<file path="src/rtl/trigger_frame_packer_if.sv">
// Trigger frame packer bus interface.
// Groups the per-BX capture inputs and the GTX-facing / status outputs.
//   master : drives bx_strobe, link_data, overflow, bc0, ena_test_pat;
//            observes tx_data, tx_isk, frame_start, aligned, misalign_err, frame_cnt
//   slave  : the packer side of the same signals
interface trigger_frame_packer_if;
  localparam int unsigned DATA_W = 56;
  localparam int unsigned WORD_W = 16;
  localparam int unsigned CNT_W  = 16;

  logic              bx_strobe;
  logic [DATA_W-1:0] link_data;
  logic              overflow;
  logic              bc0;
  logic              ena_test_pat;
  logic [WORD_W-1:0] tx_data;
  logic [1:0]        tx_isk;
  logic              frame_start;
  logic              aligned;
  logic              misalign_err;
  logic [CNT_W-1:0]  frame_cnt;

  modport master (
    output bx_strobe, link_data, overflow, bc0, ena_test_pat,
    input  tx_data, tx_isk, frame_start, aligned, misalign_err, frame_cnt
  );

  modport slave (
    input  bx_strobe, link_data, overflow, bc0, ena_test_pat,
    output tx_data, tx_isk, frame_start, aligned, misalign_err, frame_cnt
  );
endinterface

</file>
<file path="src/rtl/trigger_frame_packer.sv">
// Trigger frame packer: serialises one 56-bit BX payload into four 16-bit
// GTX words (word0 carries a K-character comma), emits idle commas between
// frames, and tracks strobe phase alignment.
// Ports:
//   clk_160  : 160 MHz clock, 4 cycles per BX
//   reset_i  : synchronous active-high reset
//   bus      : trigger_frame_packer_if.slave (capture inputs, tx word, status)
module trigger_frame_packer #(
  parameter int unsigned ALIGN_FRAMES = 4,      // 1..15
  parameter logic [7:0]  IDLE_COMMA   = 8'hBC
) (
  input  logic                   clk_160,
  input  logic                   reset_i,
  trigger_frame_packer_if.slave  bus
);

  localparam int unsigned DATA_W = 56;
  localparam int unsigned WORD_W = 16;
  localparam int unsigned CNT_W  = 16;
  localparam int unsigned GOOD_W = 4;
  localparam logic [7:0]  K23_7  = 8'hF7;
  localparam logic [7:0]  K28_7  = 8'hFC;

  localparam logic [0:0] ST_IDLE = 1'b0;
  localparam logic [0:0] ST_RUN  = 1'b1;

  localparam logic [WORD_W-1:0] IDLE_WORD = {8'h00, IDLE_COMMA};

  logic [0:0]        state_q,       state_d;
  logic [1:0]        phase_q,       phase_d;
  logic [DATA_W-1:0] payload_q,     payload_d;
  logic [7:0]        comma_q,       comma_d;
  logic [CNT_W-1:0]  frame_cnt_q,   frame_cnt_d;
  logic [GOOD_W-1:0] good_q,        good_d;
  logic              aligned_q,     aligned_d;
  logic              misalign_q,    misalign_d;
  logic [WORD_W-1:0] tx_data_q,     tx_data_d;
  logic [1:0]        tx_isk_q,      tx_isk_d;
  logic              frame_start_q, frame_start_d;

  logic [CNT_W-1:0]  frame_cnt_inc_c;
  logic [DATA_W-1:0] cap_payload_c;
  logic [7:0]        cap_comma_c;
  logic [GOOD_W-1:0] good_inc_c;

  // Capture-side values: the test pattern follows the post-increment count
  always_comb begin
    frame_cnt_inc_c = frame_cnt_q + CNT_W'(1);
    cap_payload_c   = bus.ena_test_pat
                    ? {frame_cnt_inc_c, frame_cnt_inc_c, frame_cnt_inc_c, frame_cnt_inc_c[7:0]}
                    : bus.link_data;
    if (bus.bc0)           cap_comma_c = K23_7;
    else if (bus.overflow) cap_comma_c = K28_7;
    else                   cap_comma_c = IDLE_COMMA;
    good_inc_c = (good_q == GOOD_W'(ALIGN_FRAMES)) ? good_q : good_q + GOOD_W'(1);
  end

  // Next-state and next-output logic
  always_comb begin
    state_d       = state_q;
    phase_d       = phase_q;
    payload_d     = payload_q;
    comma_d       = comma_q;
    frame_cnt_d   = frame_cnt_q;
    good_d        = good_q;
    misalign_d    = misalign_q;
    tx_data_d     = IDLE_WORD;
    tx_isk_d      = 2'b01;
    frame_start_d = 1'b0;

    if (bus.bx_strobe) begin
      // Any strobe starts a frame; word0 goes out straight from the inputs
      state_d       = ST_RUN;
      phase_d       = 2'd0;
      payload_d     = cap_payload_c;
      comma_d       = cap_comma_c;
      frame_cnt_d   = frame_cnt_inc_c;
      tx_data_d     = {cap_payload_c[7:0], cap_comma_c};
      tx_isk_d      = 2'b01;
      frame_start_d = 1'b1;
      if (state_q == ST_RUN) begin
        if (phase_q == 2'd3) begin
          good_d = good_inc_c;
        end else begin
          good_d     = '0;
          misalign_d = 1'b1;
        end
      end else begin
        // First frame after idle never counts toward alignment
        good_d = '0;
      end
    end else if (state_q == ST_RUN) begin
      if (phase_q == 2'd3) begin
        state_d = ST_IDLE;
        phase_d = 2'd0;
        good_d  = '0;
      end else begin
        phase_d  = phase_q + 2'd1;
        tx_isk_d = 2'b00;
        case (phase_q)
          2'd0:    tx_data_d = payload_q[23:8];
          2'd1:    tx_data_d = payload_q[39:24];
          default: tx_data_d = payload_q[55:40];
        endcase
      end
    end

    aligned_d = (good_d == GOOD_W'(ALIGN_FRAMES));
  end

  always_ff @(posedge clk_160) begin
    if (reset_i) begin
      state_q       <= ST_IDLE;
      phase_q       <= 2'd0;
      payload_q     <= '0;
      comma_q       <= IDLE_COMMA;
      frame_cnt_q   <= '0;
      good_q        <= '0;
      aligned_q     <= 1'b0;
      misalign_q    <= 1'b0;
      tx_data_q     <= IDLE_WORD;
      tx_isk_q      <= 2'b01;
      frame_start_q <= 1'b0;
    end else begin
      state_q       <= state_d;
      phase_q       <= phase_d;
      payload_q     <= payload_d;
      comma_q       <= comma_d;
      frame_cnt_q   <= frame_cnt_d;
      good_q        <= good_d;
      aligned_q     <= aligned_d;
      misalign_q    <= misalign_d;
      tx_data_q     <= tx_data_d;
      tx_isk_q      <= tx_isk_d;
      frame_start_q <= frame_start_d;
    end
  end

  assign bus.tx_data      = tx_data_q;
  assign bus.tx_isk       = tx_isk_q;
  assign bus.frame_start  = frame_start_q;
  assign bus.aligned      = aligned_q;
  assign bus.misalign_err = misalign_q;
  assign bus.frame_cnt    = frame_cnt_q;

endmodule

</file>
<file path="src/flat_wrapper.sv">
// flat-port wrapper written by rule: the top's interface ports become plain ports
module trigger_frame_packer_flat 
#(
  parameter int unsigned ALIGN_FRAMES = 4,              
  parameter logic [7:0]  IDLE_COMMA   = 8'hBC
)
  (clk_160, reset_i, bus_bx_strobe, bus_link_data, bus_overflow, bus_bc0, bus_ena_test_pat, bus_tx_data, bus_tx_isk, bus_frame_start, bus_aligned, bus_misalign_err, bus_frame_cnt);
  trigger_frame_packer_if bus_i ();
  input  logic clk_160;
  input  logic reset_i;
  input wire logic [$bits(bus_i.bx_strobe)-1:0] bus_bx_strobe;
  input wire logic [$bits(bus_i.link_data)-1:0] bus_link_data;
  input wire logic [$bits(bus_i.overflow)-1:0] bus_overflow;
  input wire logic [$bits(bus_i.bc0)-1:0] bus_bc0;
  input wire logic [$bits(bus_i.ena_test_pat)-1:0] bus_ena_test_pat;
  output wire logic [$bits(bus_i.tx_data)-1:0] bus_tx_data;
  output wire logic [$bits(bus_i.tx_isk)-1:0] bus_tx_isk;
  output wire logic [$bits(bus_i.frame_start)-1:0] bus_frame_start;
  output wire logic [$bits(bus_i.aligned)-1:0] bus_aligned;
  output wire logic [$bits(bus_i.misalign_err)-1:0] bus_misalign_err;
  output wire logic [$bits(bus_i.frame_cnt)-1:0] bus_frame_cnt;
  assign bus_i.bx_strobe = bus_bx_strobe;
  assign bus_i.link_data = bus_link_data;
  assign bus_i.overflow = bus_overflow;
  assign bus_i.bc0 = bus_bc0;
  assign bus_i.ena_test_pat = bus_ena_test_pat;
  assign bus_tx_data = bus_i.tx_data;
  assign bus_tx_isk = bus_i.tx_isk;
  assign bus_frame_start = bus_i.frame_start;
  assign bus_aligned = bus_i.aligned;
  assign bus_misalign_err = bus_i.misalign_err;
  assign bus_frame_cnt = bus_i.frame_cnt;
  trigger_frame_packer #(.ALIGN_FRAMES(ALIGN_FRAMES), .IDLE_COMMA(IDLE_COMMA)) u_core (.clk_160(clk_160), .reset_i(reset_i), .bus(bus_i));
endmodule
</file>
<file path="config.mk">
export PLATFORM = sky130hd
export DESIGN_NAME = trigger_frame_packer_flat
export DESIGN_NICKNAME = d
export VERILOG_FILES = /design/src/rtl/trigger_frame_packer_if.sv /design/src/rtl/trigger_frame_packer.sv /design/src/flat_wrapper.sv
export SDC_FILE = /design/constraint.sdc
export NUM_CORES = 1
export LEC_CHECK = 0
export CAP_MARGIN = 20
export CORE_ASPECT_RATIO = 1.25
export CORE_MARGIN = 2
export CORE_UTILIZATION = 23
export CTS_CLUSTER_DIAMETER = 40
export CTS_CLUSTER_SIZE = 25
export DETAILED_ROUTE_END_ITERATION = 10
export PLACE_DENSITY_LB_ADDON = 0.25
export SETUP_SLACK_MARGIN = 0.05
export SYNTH_ARGS = -nofsm -noshare
export SYNTH_HDL_FRONTEND = slang
export SYNTH_SLANG_ARGS = --single-unit
</file>
<file path="constraint.sdc">
create_clock -name clk_160 -period 2.9 [get_ports clk_160]
set_input_delay 0.58 -clock clk_160 [delete_from_list [all_inputs] [get_ports clk_160]]
set_output_delay 0.58 -clock clk_160 [all_outputs]
set_load 0.02 [all_outputs]
</file>
Word-level counts from Yosys, hierarchy flattened

Index checks and enable logic that the tools add are counted.
Widths: inputs -> output; s select.

Logic and storage cells: 42
Bits in registers: 100
Bits of input ports: 62
Output and inout bits: 37

Eq/ne operators: 4
$add $sub $neg: 3
Mux-type cells: 19
Bitwise gates (word level): 2
Reductions and logical operators: 4

Operators by type and width:

| cell                  | number |
|---|---|
| $mux 56               | 1 |
| $mux 16               | 3 |
| $pmux 16 s2           | 1 |
| $mux 4                | 6 |
| $add 16x1->16 const B | 1 |
| $mux 7                | 2 |
| $eq 4x3->1 const B    | 2 |
| $mux 1                | 5 |
| $add 4x1->4 const B   | 1 |
| $reduce_and 3->1      | 1 |
| $reduce_or 3->1       | 1 |
| $add 2x1->2 const B   | 1 |
| $eq 2x1->1 const B    | 1 |
| $eq 2x2->1 const B    | 1 |
| $logic_not 2->1       | 1 |
| $mux 2                | 1 |
| $not 1->1             | 2 |
| $reduce_or 2->1       | 1 |

Longest topological paths before layout

Word-level depth: 6
Depth in mapped cells: 8
Gate-level depth less buffers: 7

Worst setup path after synthesis

OpenSTA, ideal clock, no wires.

Path kind: reg-to-reg
Start point: reg u_core.frame_cnt_q[0] (netlist: u_core.bus.frame_cnt[0])
End point: reg u_core.payload_q[22]
Slack: 1,029 ps
Arrival: 1,750 ps
Stages on the path, launching flop included: 7
Required time: 2,778 ps
Clock period less this slack: 1,871 ps
Path buffers: 0
Library setup time: 122 ps
Cell sequence: dfxtp_1 -> ha_1 -> nand3_2 -> nor4_2 -> xnor2_1 -> nor2_2 -> a221o_1

Cells in the longest elaborated chain, start to end: 2

RTL lines:

| element                  | RTL line                    | source |
|---|---|---|
| start: declaration       | trigger_frame_packer.sv:33  | `logic [CNT_W-1:0] frame_cnt_q, frame_cnt_d;` |
| start signal: assignment | trigger_frame_packer.sv:129 | `frame_cnt_q <= frame_cnt_d;` |
| $add 16x1->16            | trigger_frame_packer.sv:48  | `frame_cnt_inc_c = frame_cnt_q + CNT_W'(1);` |
| $mux 56                  | trigger_frame_packer.sv:50  | `? {frame_cnt_inc_c, frame_cnt_inc_c, frame_cnt_inc_c, frame_cnt_inc_c[7:0]}` |
| end signal: assignment   | trigger_frame_packer.sv:127 | `payload_q <= payload_d;` |
| end: declaration         | trigger_frame_packer.sv:31  | `logic [DATA_W-1:0] payload_q, payload_d;` |

Every way passes these cells.
A chain may end at the register's enable or synchronous reset.

==> metrics.txt <==
top-count cell post-synth=dfxtp_1; Setup TNS=0 ns; Global Route met2 Usage=0.221; routed wire length=12600 µm; startpoint types=primary input; slowest stage delay, CP=0.89 ns; post-CTS resize count=0; number of max-cap violations=0; first-pass GRT wire length=19300 µm; critical-path cell list=clkdlybuf4s50_1, nand2b_1, nor2_2, a221o_1; post-synth net total=486; core area=16800 µm²; critical path capture point type=flip-flop; hold endpoint=u_core.bus.tx_data[5]$_SDFF_PP1_; post-CTS setup buffers=0; worst path arrival time=2.56 ns; # setup viols final=0; via/cell ratio=4.76; clk_lat worst skew=0.34 ns; Hold WC Path Type=flip-flop to flip-flop; H-tree levels=3; Reg2Reg Depth=6; sequential share of the synthesized area=0.463; number of buffers created by CTS=9; Buf/Inv on CP=1; Global Route met1 Usage=0.189; gr usage total=0.140; clock sinks=91; leakage=1.94 nW; Setup CP Type=primary input to flip-flop; final setup skew=0.00982 ns; initial DRC count=219; Distinct cells, synth=49; TritonCTS clock tree=yes; worst setup margin=0.617 ns; Final Max Slew Viols=0; share of cells above drive strength 1=0.0977; FF-to-FF End=u_core.payload_q[38]$_SDFFE_PP0P_; # DRC=0; register area=1820 µm²; ant diodes=0; router iterations before antenna repair=4; final worst-path cycle share=0.787; Worst VDD drop=0.244 mV; DP Wirelength=9240 µm; final worst path period need=2.28 ns; via count=3485; grt total ovfl=0; RSZ-0062 raised after global routing=false; share of synthesized flip-flops with an asynchronous set or reset=0; Root Driver=clkbuf_16; row count=53; drt wl/cell=17.2 µm; area share of the largest cell type after synthesis=0.463; Layout area overhead=37.9%; Avg Inst Size Synth=9.41 µm²; Final Hold Fails=0; Clk pin slew, worst setup/hold paths=0.07 ns; Die W=121 µm; CP max FO=27; vias in the first global route=3423; R2R setup slack=0.83 ns; CP required=3.18 ns; FF+latch count, synth=91; worst hold start=u_core.payload_q[45]$_SDFFE_PP0P_; Ports=99; starting density of the core=0.234; mapped cell area=3930 µm²; hold-fix buffer count after cts=0; Top Usage Layer GRT=met2; Pwr Density=532 nW/µm²; slowest CP cell=nor2_2; top cell type by total area after synthesis=dfxtp_1; DIE AREA=18200 µm²; Routed Antenna Nets=0; slew margin rel.=0.285; FF-to-FF Start=u_core.bus.frame_cnt[0]$_SDFFE_PP0P_; layout net count=575; met3 usage=0.0314; Finished Core Util=0.323; largest cells by area after synthesis=dfxtp_1 46%, a221o_1 6.4%, nor2_1 4.6%, xor2_1 3.6%, a21oi_1 3.3%; Final Wtd Congestion=0.766; crit-path leading delay family=simple AND/OR/NAND/NOR gates; Multi-input gate area=1940 µm²; worst slack, placed=0.279 ns; status=finished, final reports clean; initial antenna violation count=0; ys flop type=dfxtp_1; Slew @ Worst Pin=1.07 ns; Chip Height=150 µm; EDFF count, synth=0; Mapped Cells=418; number of fill cells=1738; largest net degree at the start of global routing=45; Post-synth top cells=91 x dfxtp_1, 48 x nor2_1, 30 x nand2_1; yosys synthesis warning count=0; IO buf count=97; maximum clock insertion buffer count=2; max frequency=0.438 GHz; cell depth of the worst min-delay path=2
-- power by group --
group          internal [W]  leakage [nW]  switching, W  total (W)
Sequential          0.00130         0.744     0.0000341    0.00133
Combinational      0.000168          1.04      0.000162   0.000330
Clock              0.000683         0.149      0.000537    0.00122
-- cell usage in the layout, fill, tap and decap left out, types with 4 or more instances in the layout --
master,Yosys,final
ha_1,6,6
o211ai_1,4,4
nor2_1,48,48
a31oi_1,5,5
a211oi_1,6,6
xor2_1,16,16
o22ai_1,5,5
nand2b_1,4,4
nand4_1,5,5
nand3_1,16,16
o221a_2,6,6
a21oi_1,26,26
clkbuf_16,0,9
xnor2_1,13,13
clkdlybuf4s50_1,0,96
mux2i_1,7,7
a22oi_1,15,15
a22o_1,6,6
nand2_1,30,30
nor3_1,4,4
dfxtp_1,91,91
buf_4,2,10
a221o_1,25,25
inv_1,8,8
o21ai_0,7,7
-- worst max path at each step --
| stage | to | from | cells past startpoint |
|---|---|---|---|
| after detailed placement | u_core.payload_q[14]$_SDFFE_PP0P_ | reset_i | 4 |
| after floorplan | u_core.payload_q[22]$_SDFFE_PP0P_ | u_core.bus.frame_cnt[0]$_SDFFE_PP0P_ | 6 |
| after CTS | u_core.payload_q[14]$_SDFFE_PP0P_ | reset_i | 4 |
| after global placement | u_core.payload_q[37]$_SDFFE_PP0P_ | reset_i | 4 |
| after global routing | u_core.payload_q[53]$_SDFFE_PP0P_ | reset_i | 4 |
| final | u_core.payload_q[44]$_SDFFE_PP0P_ | reset_i | 4 |
-- cells by family after synthesis --
group | share of synthesized area
and+or+nand+nor | 0.165
muxes | 0.0207
other | 0.000953
AOI/OAI and AO/OA | 0.223
buffers and inverters | 0.0433
xor gates and xnor gates | 0.0646
adders and majority gates | 0.0191
DFF | 0.463
-- cell type report --
cell class,instances,area share
flip-flops and latches,91,0.336
clock buffers,9,0.0415
repair buffers,107,0.192
inverters,10,0.00738
clock inverters,7,0.0148
multi-input cells,288,0.358
well taps,220,0.0507
-- worst min-delay path: cells and delay by family (launching register included) --
kind	cells	cell delay (ns)
DFF	1	0.31
and+or+nand+nor	2	0.11
-- routing by layer --
layer	part of all wire	up-vias
met5	0	-
met4	0.011	0
met3	0.059	8
met2	0.46	112
met1	0.47	1655
li1	-	1710
-- registers in the layout, indices dropped and copies added, names as in the netlist --
register / count
u_core.bus.tx_data: 16
u_core.bus.aligned: 1
u_core.bus.frame_cnt: 16
u_core.good_q: 4
u_core.bus.misalign_err: 1
u_core.bus.tx_isk: 1
u_core.state_q: 1
u_core.payload_q: 48
u_core.phase_q: 2
u_core.bus.frame_start: 1
-- stage by stage --
stage | power, W | hold WS [ns] | area (µm²) | cells
4_1_cts | 0.00292 | 0.470 | 5430 | 732
5_1_grt | 0.00300 | 0.493 | 5430 | 732
3_5_place_dp | 0.00169 | 0.454 | 5120 | 716
6_report | 0.00288 | 0.469 | 5430 | 732
3_3_place_gp | 0.00169 | 0.451 | 5120 | 716
2_1_floorplan | 0.00151 | 0.427 | 3930 | 418
No activity file was read; power rests on OpenSTA's default activity.
